[config.mk]
export PLATFORM = sky130hd
export DESIGN_NAME = sdram_access_arbiter
export DESIGN_NICKNAME = d
export VERILOG_FILES = /design/src/rtl/sdram_access_arbiter.sv
export SDC_FILE = /design/constraint.sdc
export NUM_CORES = 1
export LEC_CHECK = 0
export CORE_MARGIN = 3
export CORE_UTILIZATION = 38
export CTS_CLUSTER_SIZE = 10
export DETAILED_ROUTE_END_ITERATION = 10
export HOLD_SLACK_MARGIN = 0.03
export PLACE_DENSITY = 0.76
export SYNTH_ARGS = -nofsm -noshare
export SYNTH_HDL_FRONTEND = slang
export SYNTH_SLANG_ARGS = --single-unit
[constraint.sdc]
create_clock -name clock_50Mhz -period 1.8 [get_ports clock_50Mhz]
set_input_delay 0.18 -clock clock_50Mhz [delete_from_list [all_inputs] [get_ports clock_50Mhz]]
set_output_delay 0.18 -clock clock_50Mhz [all_outputs]
set_load 0.1 [all_outputs]
[src/rtl/sdram_access_arbiter.sv]
// sdram_access_arbiter
//
// Shares the single SDRAM command port between the recording writer and the
// playback reader. It also schedules periodic auto-refresh. Only one memory
// command is outstanding at any time. Refresh has priority over both
// requesters. When both requesters want the port, they are served in
// round-robin order, reads first after reset.
//
// Ports
//   clock_50Mhz      system clock, rising edge
//   reset            synchronous, active-high reset
//   wr_req/addr/data write request; held stable until wr_ack
//   wr_ack           one-cycle pulse, write completed
//   rd_req/addr      read request; held stable until rd_ack
//   rd_ack           one-cycle pulse, rd_data valid this cycle
//   rd_data          last read word; holds its value between reads
//   mem_cmd_valid    command presented to the SDRAM engine
//   mem_cmd_ready    engine accepts the command when valid & ready
//   mem_cmd_op       00 idle, 01 read, 10 write, 11 refresh
//   mem_cmd_addr     command address (0 for refresh)
//   mem_cmd_wdata    write data (0 for read and refresh)
//   mem_done         one-cycle pulse, accepted command finished
//   mem_rdata        read data, valid with mem_done on a read
//   refresh_overdue  high while two or more refreshes are pending
//
// Optional build macro SDRAM_ARB_STATS_EN adds three 16-bit wrapping counters:
//   stat_writes, stat_reads, stat_refreshes
// Each counter increments when the engine accepts a command of its type.
//
// state     | meaning
// ----------+--------------------------------------------------------------
// S_IDLE    | no command in flight; arbitrate refresh / read / write
// S_ISSUE   | command presented, waiting for mem_cmd_ready
// S_WAIT_DONE | command accepted, waiting for mem_done
module sdram_access_arbiter #(
   parameter int ADDR_W           = 24,
   parameter int DATA_W           = 16,
   parameter int REFRESH_INTERVAL = 390
) (
   input  logic              clock_50Mhz,
   input  logic              reset,
   input  logic              wr_req,
   input  logic [ADDR_W-1:0] wr_addr,
   input  logic [DATA_W-1:0] wr_data,
   output logic              wr_ack,
   input  logic              rd_req,
   input  logic [ADDR_W-1:0] rd_addr,
   output logic              rd_ack,
   output logic [DATA_W-1:0] rd_data,
   output logic              mem_cmd_valid,
   input  logic              mem_cmd_ready,
   output logic [1:0]        mem_cmd_op,
   output logic [ADDR_W-1:0] mem_cmd_addr,
   output logic [DATA_W-1:0] mem_cmd_wdata,
   input  logic              mem_done,
   input  logic [DATA_W-1:0] mem_rdata,
   output logic              refresh_overdue
`ifdef SDRAM_ARB_STATS_EN
   ,
   output logic [15:0]       stat_writes,
   output logic [15:0]       stat_reads,
   output logic [15:0]       stat_refreshes
`endif
);

   typedef enum logic [1:0] {
      S_IDLE      = 2'd0,
      S_ISSUE     = 2'd1,
      S_WAIT_DONE = 2'd2
   } state_t;

   localparam logic [1:0] OP_IDLE    = 2'b00;
   localparam logic [1:0] OP_READ    = 2'b01;
   localparam logic [1:0] OP_WRITE   = 2'b10;
   localparam logic [1:0] OP_REFRESH = 2'b11;

   // The timer counts the cycles left before the next refresh request.
   // Its terminal count at zero marks the end of each refresh interval.
   localparam logic [15:0] TMR_LOAD = 16'(REFRESH_INTERVAL - 1);

   state_t            state_q;
   logic [15:0]       refresh_tmr_q;
   logic [15:0]       refresh_tmr_d;
   logic              refresh_tc;
   logic [1:0]        pending_q;
   logic [1:0]        pending_d;
   logic              rd_first_q;
   logic [1:0]        txn_op_q;

   logic              cmd_valid_q;
   logic [1:0]        cmd_op_q;
   logic [ADDR_W-1:0] cmd_addr_q;
   logic [DATA_W-1:0] cmd_wdata_q;
   logic              wr_ack_q;
   logic              rd_ack_q;
   logic [DATA_W-1:0] rd_data_q;
   logic              overdue_q;

   logic              grant_ref;
   logic              grant_rd;
   logic              grant_wr;
   logic              cmd_accept;

   // The round-robin pointer only matters when both requesters are waiting.
   // A lone requester is always granted, including the one that was just
   // served in the ack cycle.
   always_comb begin
      grant_ref = 1'b0;
      grant_rd  = 1'b0;
      grant_wr  = 1'b0;
      if (state_q == S_IDLE) begin
         if (pending_q != 2'd0) begin
            grant_ref = 1'b1;
         end else if (rd_req && wr_req) begin
            if (rd_first_q) grant_rd = 1'b1;
            else            grant_wr = 1'b1;
         end else if (rd_req) begin
            grant_rd = 1'b1;
         end else if (wr_req) begin
            grant_wr = 1'b1;
         end
      end
   end

   assign cmd_accept    = (state_q == S_ISSUE) && mem_cmd_ready;
   assign refresh_tc    = (refresh_tmr_q == 16'd0);
   assign refresh_tmr_d = refresh_tc ? TMR_LOAD : (refresh_tmr_q - 16'd1);

   // Pending refreshes rise on the terminal count and fall when a refresh is
   // granted. When both happen in the same cycle, the count stays unchanged.
   // The count saturates at 3.
   always_comb begin
      pending_d = pending_q;
      if (refresh_tc && !grant_ref) begin
         if (pending_q != 2'd3) pending_d = pending_q + 2'd1;
      end else if (!refresh_tc && grant_ref) begin
         pending_d = pending_q - 2'd1;
      end
   end

   always_ff @(posedge clock_50Mhz) begin
      if (reset) begin
         state_q       <= S_IDLE;
         refresh_tmr_q <= TMR_LOAD;
         pending_q     <= 2'd0;
         rd_first_q    <= 1'b1;
         txn_op_q      <= OP_IDLE;
         cmd_valid_q   <= 1'b0;
         cmd_op_q      <= OP_IDLE;
         cmd_addr_q    <= '0;
         cmd_wdata_q   <= '0;
         wr_ack_q      <= 1'b0;
         rd_ack_q      <= 1'b0;
         rd_data_q     <= '0;
         overdue_q     <= 1'b0;
      end else begin
         refresh_tmr_q <= refresh_tmr_d;
         pending_q     <= pending_d;
         overdue_q     <= (pending_d >= 2'd2);
         wr_ack_q      <= 1'b0;
         rd_ack_q      <= 1'b0;

         case (state_q)
            S_IDLE: begin
               if (grant_ref) begin
                  state_q     <= S_ISSUE;
                  cmd_valid_q <= 1'b1;
                  cmd_op_q    <= OP_REFRESH;
                  txn_op_q    <= OP_REFRESH;
                  cmd_addr_q  <= '0;
                  cmd_wdata_q <= '0;
               end else if (grant_rd) begin
                  state_q     <= S_ISSUE;
                  cmd_valid_q <= 1'b1;
                  cmd_op_q    <= OP_READ;
                  txn_op_q    <= OP_READ;
                  cmd_addr_q  <= rd_addr;
                  cmd_wdata_q <= '0;
                  rd_first_q  <= 1'b0;
               end else if (grant_wr) begin
                  state_q     <= S_ISSUE;
                  cmd_valid_q <= 1'b1;
                  cmd_op_q    <= OP_WRITE;
                  txn_op_q    <= OP_WRITE;
                  cmd_addr_q  <= wr_addr;
                  cmd_wdata_q <= wr_data;
                  rd_first_q  <= 1'b1;
               end
            end

            S_ISSUE: begin
               if (cmd_accept) begin
                  state_q     <= S_WAIT_DONE;
                  cmd_valid_q <= 1'b0;
                  cmd_op_q    <= OP_IDLE;
                  cmd_addr_q  <= '0;
                  cmd_wdata_q <= '0;
               end
            end

            S_WAIT_DONE: begin
               if (mem_done) begin
                  state_q <= S_IDLE;
                  if (txn_op_q == OP_WRITE) begin
                     wr_ack_q <= 1'b1;
                  end else if (txn_op_q == OP_READ) begin
                     rd_ack_q  <= 1'b1;
                     rd_data_q <= mem_rdata;
                  end
               end
            end

            default: state_q <= S_IDLE;
         endcase
      end
   end

   assign mem_cmd_valid   = cmd_valid_q;
   assign mem_cmd_op      = cmd_op_q;
   assign mem_cmd_addr    = cmd_addr_q;
   assign mem_cmd_wdata   = cmd_wdata_q;
   assign wr_ack          = wr_ack_q;
   assign rd_ack          = rd_ack_q;
   assign rd_data         = rd_data_q;
   assign refresh_overdue = overdue_q;

`ifdef SDRAM_ARB_STATS_EN
   logic [15:0] stat_wr_q;
   logic [15:0] stat_rd_q;
   logic [15:0] stat_ref_q;

   always_ff @(posedge clock_50Mhz) begin
      if (reset) begin
         stat_wr_q  <= 16'd0;
         stat_rd_q  <= 16'd0;
         stat_ref_q <= 16'd0;
      end else if (cmd_accept) begin
         case (cmd_op_q)
            OP_WRITE:   stat_wr_q  <= stat_wr_q + 16'd1;
            OP_READ:    stat_rd_q  <= stat_rd_q + 16'd1;
            OP_REFRESH: stat_ref_q <= stat_ref_q + 16'd1;
            default:    ;
         endcase
      end
   end

   assign stat_writes    = stat_wr_q;
   assign stat_reads     = stat_rd_q;
   assign stat_refreshes = stat_ref_q;
`endif

endmodule

Word level (Yosys, flattened, before mapping)
Index checks and enable logic that the tools add are counted.
{"block": "totals", "reg_bits": 85, "inputBits": 86, "out_inout_bits": 62}
{"block": "op_classes", "add_sub_neg": 3, "order_cmp": 1, "eq_ne": 8, "muxes": 45, "n_bitwise": 4, "reduce_logical": 20}
{"op": "$mux 24", "n": 4}
{"op": "$mux 16", "n": 4}
{"op": "$pmux 24 s2", "n": 1}
{"op": "$pmux 16 s2", "n": 1}
{"op": "$mux 2", "n": 12}
{"op": "$mux 1", "n": 20}
{"op": "$logic_not 16->1", "n": 1}
{"op": "$sub 16x1->16 const B", "n": 1}
{"op": "$reduce_and 3->1", "n": 3}
{"op": "$ne 2x2->1 const B", "n": 3}
{"op": "$pmux 2 s3", "n": 1}
{"op": "$reduce_bool 2->1", "n": 3}
{"op": "$eq 2x1->1 const B", "n": 2}
{"op": "$eq 2x2->1 const B", "n": 2}
{"op": "$logic_and 1x1->1", "n": 4}
{"op": "$ne 4x4->1 const B", "n": 1}
{"op": "$not 1->1", "n": 4}
{"op": "$pmux 2 s2", "n": 1}
{"op": "$reduce_and 4->1", "n": 1}
{"op": "$reduce_or 4->1", "n": 1}
{"op": "$reduce_bool 3->1", "n": 1}
{"op": "$reduce_or 3->1", "n": 1}
{"op": "$add 2x1->2 const B", "n": 1}
{"op": "$ge 2x2->1 const B", "n": 1}
{"op": "6 further kinds", "n": 7}

Longest topological paths before layout
{"block": "depth", "ltp_word": 9, "mapped_depth": 9}

Worst setup path after synthesis
OpenSTA, ideal clock, no wires.
{"block": "synth_timing", "kind": "register to register", "start": "register with a tool-made name", "end": "register with a tool-made name", "setup_time_ns": 0.070, "arrival_time_ns": 2.453, "t_required_ns": 1.730, "setup_slack_ns": -0.724, "path_stages_with_launch": 10, "n_path_buf": 1, "cell_sequence": "dfxtp_1 -> inv_1 -> ha_1 -> buf_4 -> or3_1 -> inv_1 -> ha_1 -> a21oi_1 -> a211o_1 -> a21oi_1"}

==> results.cfg <==
[worst_setup_path]
slowest_stage = dfxtp_4
crit_top_cell = ha_4
start_kind = register
crit_family = compound AO/OA/AOI/OAI gates
worst_path_largest_cell_delay_ns = 0.37
worstSetupEndpointType = register
path_cells = inv_4 > ha_4 > or3_4 > ha_4 > buf_4 > a211o_1 > a21oi_2
cp_max_fo = 8
arrival_ns = 2.04
crit_buf_inv = 2
cp_data_required_time_ns = 2.07
crit_type = reg -> reg

[drt]
drt_pass1_iterations = 5
ant_nets = 0
vias_per_cell = 5.03
vias = 3022
wire_per_inst_um = 15.3
totalWireLength_um = 9210
drtIter0Drc = 109
drc = 0

[clock_tree]
postCtsHoldBufs = 0
htreeDepth = 3
clk_latency_ns = 0.34
path_clk_slew_ns = 0.08
cts_root_buffer = clkbuf_8
cts_buffer_depth = 2
cts_sinks = 84
cts_inserted_buffers = 9
cts_tree = done

[min_path]
min_path_type = reg -> reg

[logic_synthesis]
async_flop_share_pct = 0
yosysUniqueCellTypes = 47
synthCells = 326
synth_top_family_by_area = compound AO/OA/AOI/OAI gates
synth-simple-area-share_pct = 14.6
ys_ff_latch = 84
synth_area_mm2 = 0.00340
synthesis.nets = 418
synth_xor_area_share_pct = 2.83
synth_compound_area_share_pct = 16.9
ys.flop_type = dfxtp_1
synth_edf_count = 0
synthAdderAreaFrac_pct = 2.21
yosys_warnings = 0
synth.area.mux_share_pct = 10.0
syn-mean-instance-area_um2 = 10.4
ys_seq_area_share_pct = 49.4

[timing]
slew_violations = 0
setup_tns_ns = 0
rsz0062_at_grt = yes
setup_viol = 0
fin_ws_ns = 0.0297
finalCritPeriodShare_pct = 98.3
fmax_mhz = 565
hold_viol_final = 0
tightestPinTransition_ns = 0.404
post-route-min-period_ns = 1.77
timing.hold.ws_ns = 0.420
slew_headroom_pct = 72.9
clock_skew_ns = 0.00500

[layout]
area_growth_pct = 55.6
drive_gt1_share_pct = 26.4
fillers = 693
diodes = 0
seqCellArea_mm2 = 0.00169
multi_input_area_mm2 = 0.00168
stdcell_count = 601
layout.nets = 583

[place]
gp_congestion = 0.833
portBuffers = 147
dp.cells = 576
place_ws_ns = -0.221
dp.final_hpwl_um = 6840

[floorplanning]
initial_utilization_pct = 40.2
rows = 33
die_y_um = 101
die-area_mm2 = 0.0101
fp.dieW_um = 101
core_area_mm2 = 0.00846
io_pins = 148

[job]
max_cap_viol_count = 0

[global_route]
grt_max_degree = 41
grt_pass1_wl_um = 14400
grt_usage_pct = 17.6
grt_pass1_vias = 2920
antenna_found_initial = 0
overflow = 0

[pwr]
p_leak_nw = 2.20
ir_drop_mv = 0.467
power.density_mw_per_mm2 = 920
p_total_w = 0.00487

[run_status]
status = completed
-- per-stage QoR --
stage	area, µm²	util, %
global placement	5010	59.2
detailed placement	5010	59.2
global route	5300	62.6
finish	5300	62.6
floorplan	3490	-
CTS	5210	61.6
-- metal layers --
layer | share of wire [%] | vias to the layer above | track usage, %
li1 | - | 1513 | -
met1 | 42 | 1394 | 22.3
met2 | 48 | 107 | 28.7
met3 | 8.3 | 8 | 6.09
met4 | 1.2 | 0 | 4.35
met5 | 0 | - | 0
-- placed cells by master, fill, tap and decap left out, drive strengths merged, types with 6 or more instances in the layout --
cell type      synthesis  routed
nand3                  6       6
o2bb2ai               24      24
clkdlybuf4s50          0      85
nor2                  37      37
nand2                 16      16
xor2                  10      10
mux2i                 34      34
a22o                  16      16
inv                    9      11
a21oi                 15      15
dfxtp                 84      84
buf                   13      90
clkbuf                 8      10
ha                     6       6
and4                   6       6
-- worst reg2reg max path, delay by kind of cell, from the launching register on --
family / cells / cell delay, ns
DFF: 1 / 0.37
AOI/OAI and AO/OA: 2 / 0.43
adders and majority gates: 2 / 0.38
and+or+nand+nor: 1 / 0.36
buffers and inverters: 2 / 0.17
-- state kept, by name (all words and copies together), names as in the netlist, 2 cells and up, named ones only --
| name | flops |
|---|---|
| mem_cmd_addr | 24 |
| refresh_tmr_q | 16 |
| mem_cmd_wdata | 16 |
| mem_cmd_op | 2 |
| rd_data | 16 |
| state_q | 2 |
| txn_op_q | 2 |
-- power by group --
group / total, W / internal (W) / switching [W]
Combinational: 0.00158 / 0.000521 / 0.00106
Sequential: 0.00207 / 0.00199 / 0.0000867
Clock: 0.00122 / 0.000546 / 0.000673
-- Yosys cell counts, types with 3 or more instances --
cell	number	area (µm²)
buf_4	5	37.5
and4_1	6	52.6
nand2_1	15	56.3
dfxtp_1	84	1680
xor2_1	10	87.6
a21oi_1	15	75.1
inv_1	9	33.8
ha_1	6	75.1
clkbuf_1	8	30.0
o2bb2ai_1	24	210
a22o_1	16	140
nand3_1	6	30.0
o31ai_1	3	22.5
nand4_1	3	18.8
mux2i_1	34	340
nand2b_1	3	18.8
buf_2	7	35.0
nor2_1	37	139
-- worst paths after layout --
path	start	to	slack, ns	depth (start not counted)
min	refresh_tmr_q[0]	refresh_tmr_q[0]	0.42	1
min reg2reg	refresh_tmr_q[0]	refresh_tmr_q[0]	0.42	1
max reg2reg	register	register	0.03	7
max	register	register	0.03	7
-- repair_timing --
item | CTS | global route
pin swaps | 1 | 10
setup endpoints to repair | 16 | 40
gates resized for setup | 0 | 8
gates cloned | 0 | 0
setup buffers | 1 | 8
-- cells by family (layout without fill, tap and decap cells) --
logic type / Yosys count / count (layout)
XOR/XNOR: 11 / 11
flip-flops: 84 / 84
buffers and inverters: 30 / 200
multiplexers: 34 / 34
AO/OA/AOI/OAI: 73 / 73
AND/OR/NAND/NOR: 88 / 88
adder cells (fa/ha/maj): 6 / 6
-- final cells by class --
cell class,instances,area share [%]
inverter,9,0.685
multi-input combinational,212,31.7
timing repair buffer,175,29.8
tap,105,2.48
sequential,84,32.0
clock inverter,6,0.850
clock buffer,10,2.60
Power figures use the tool's default switching activity.
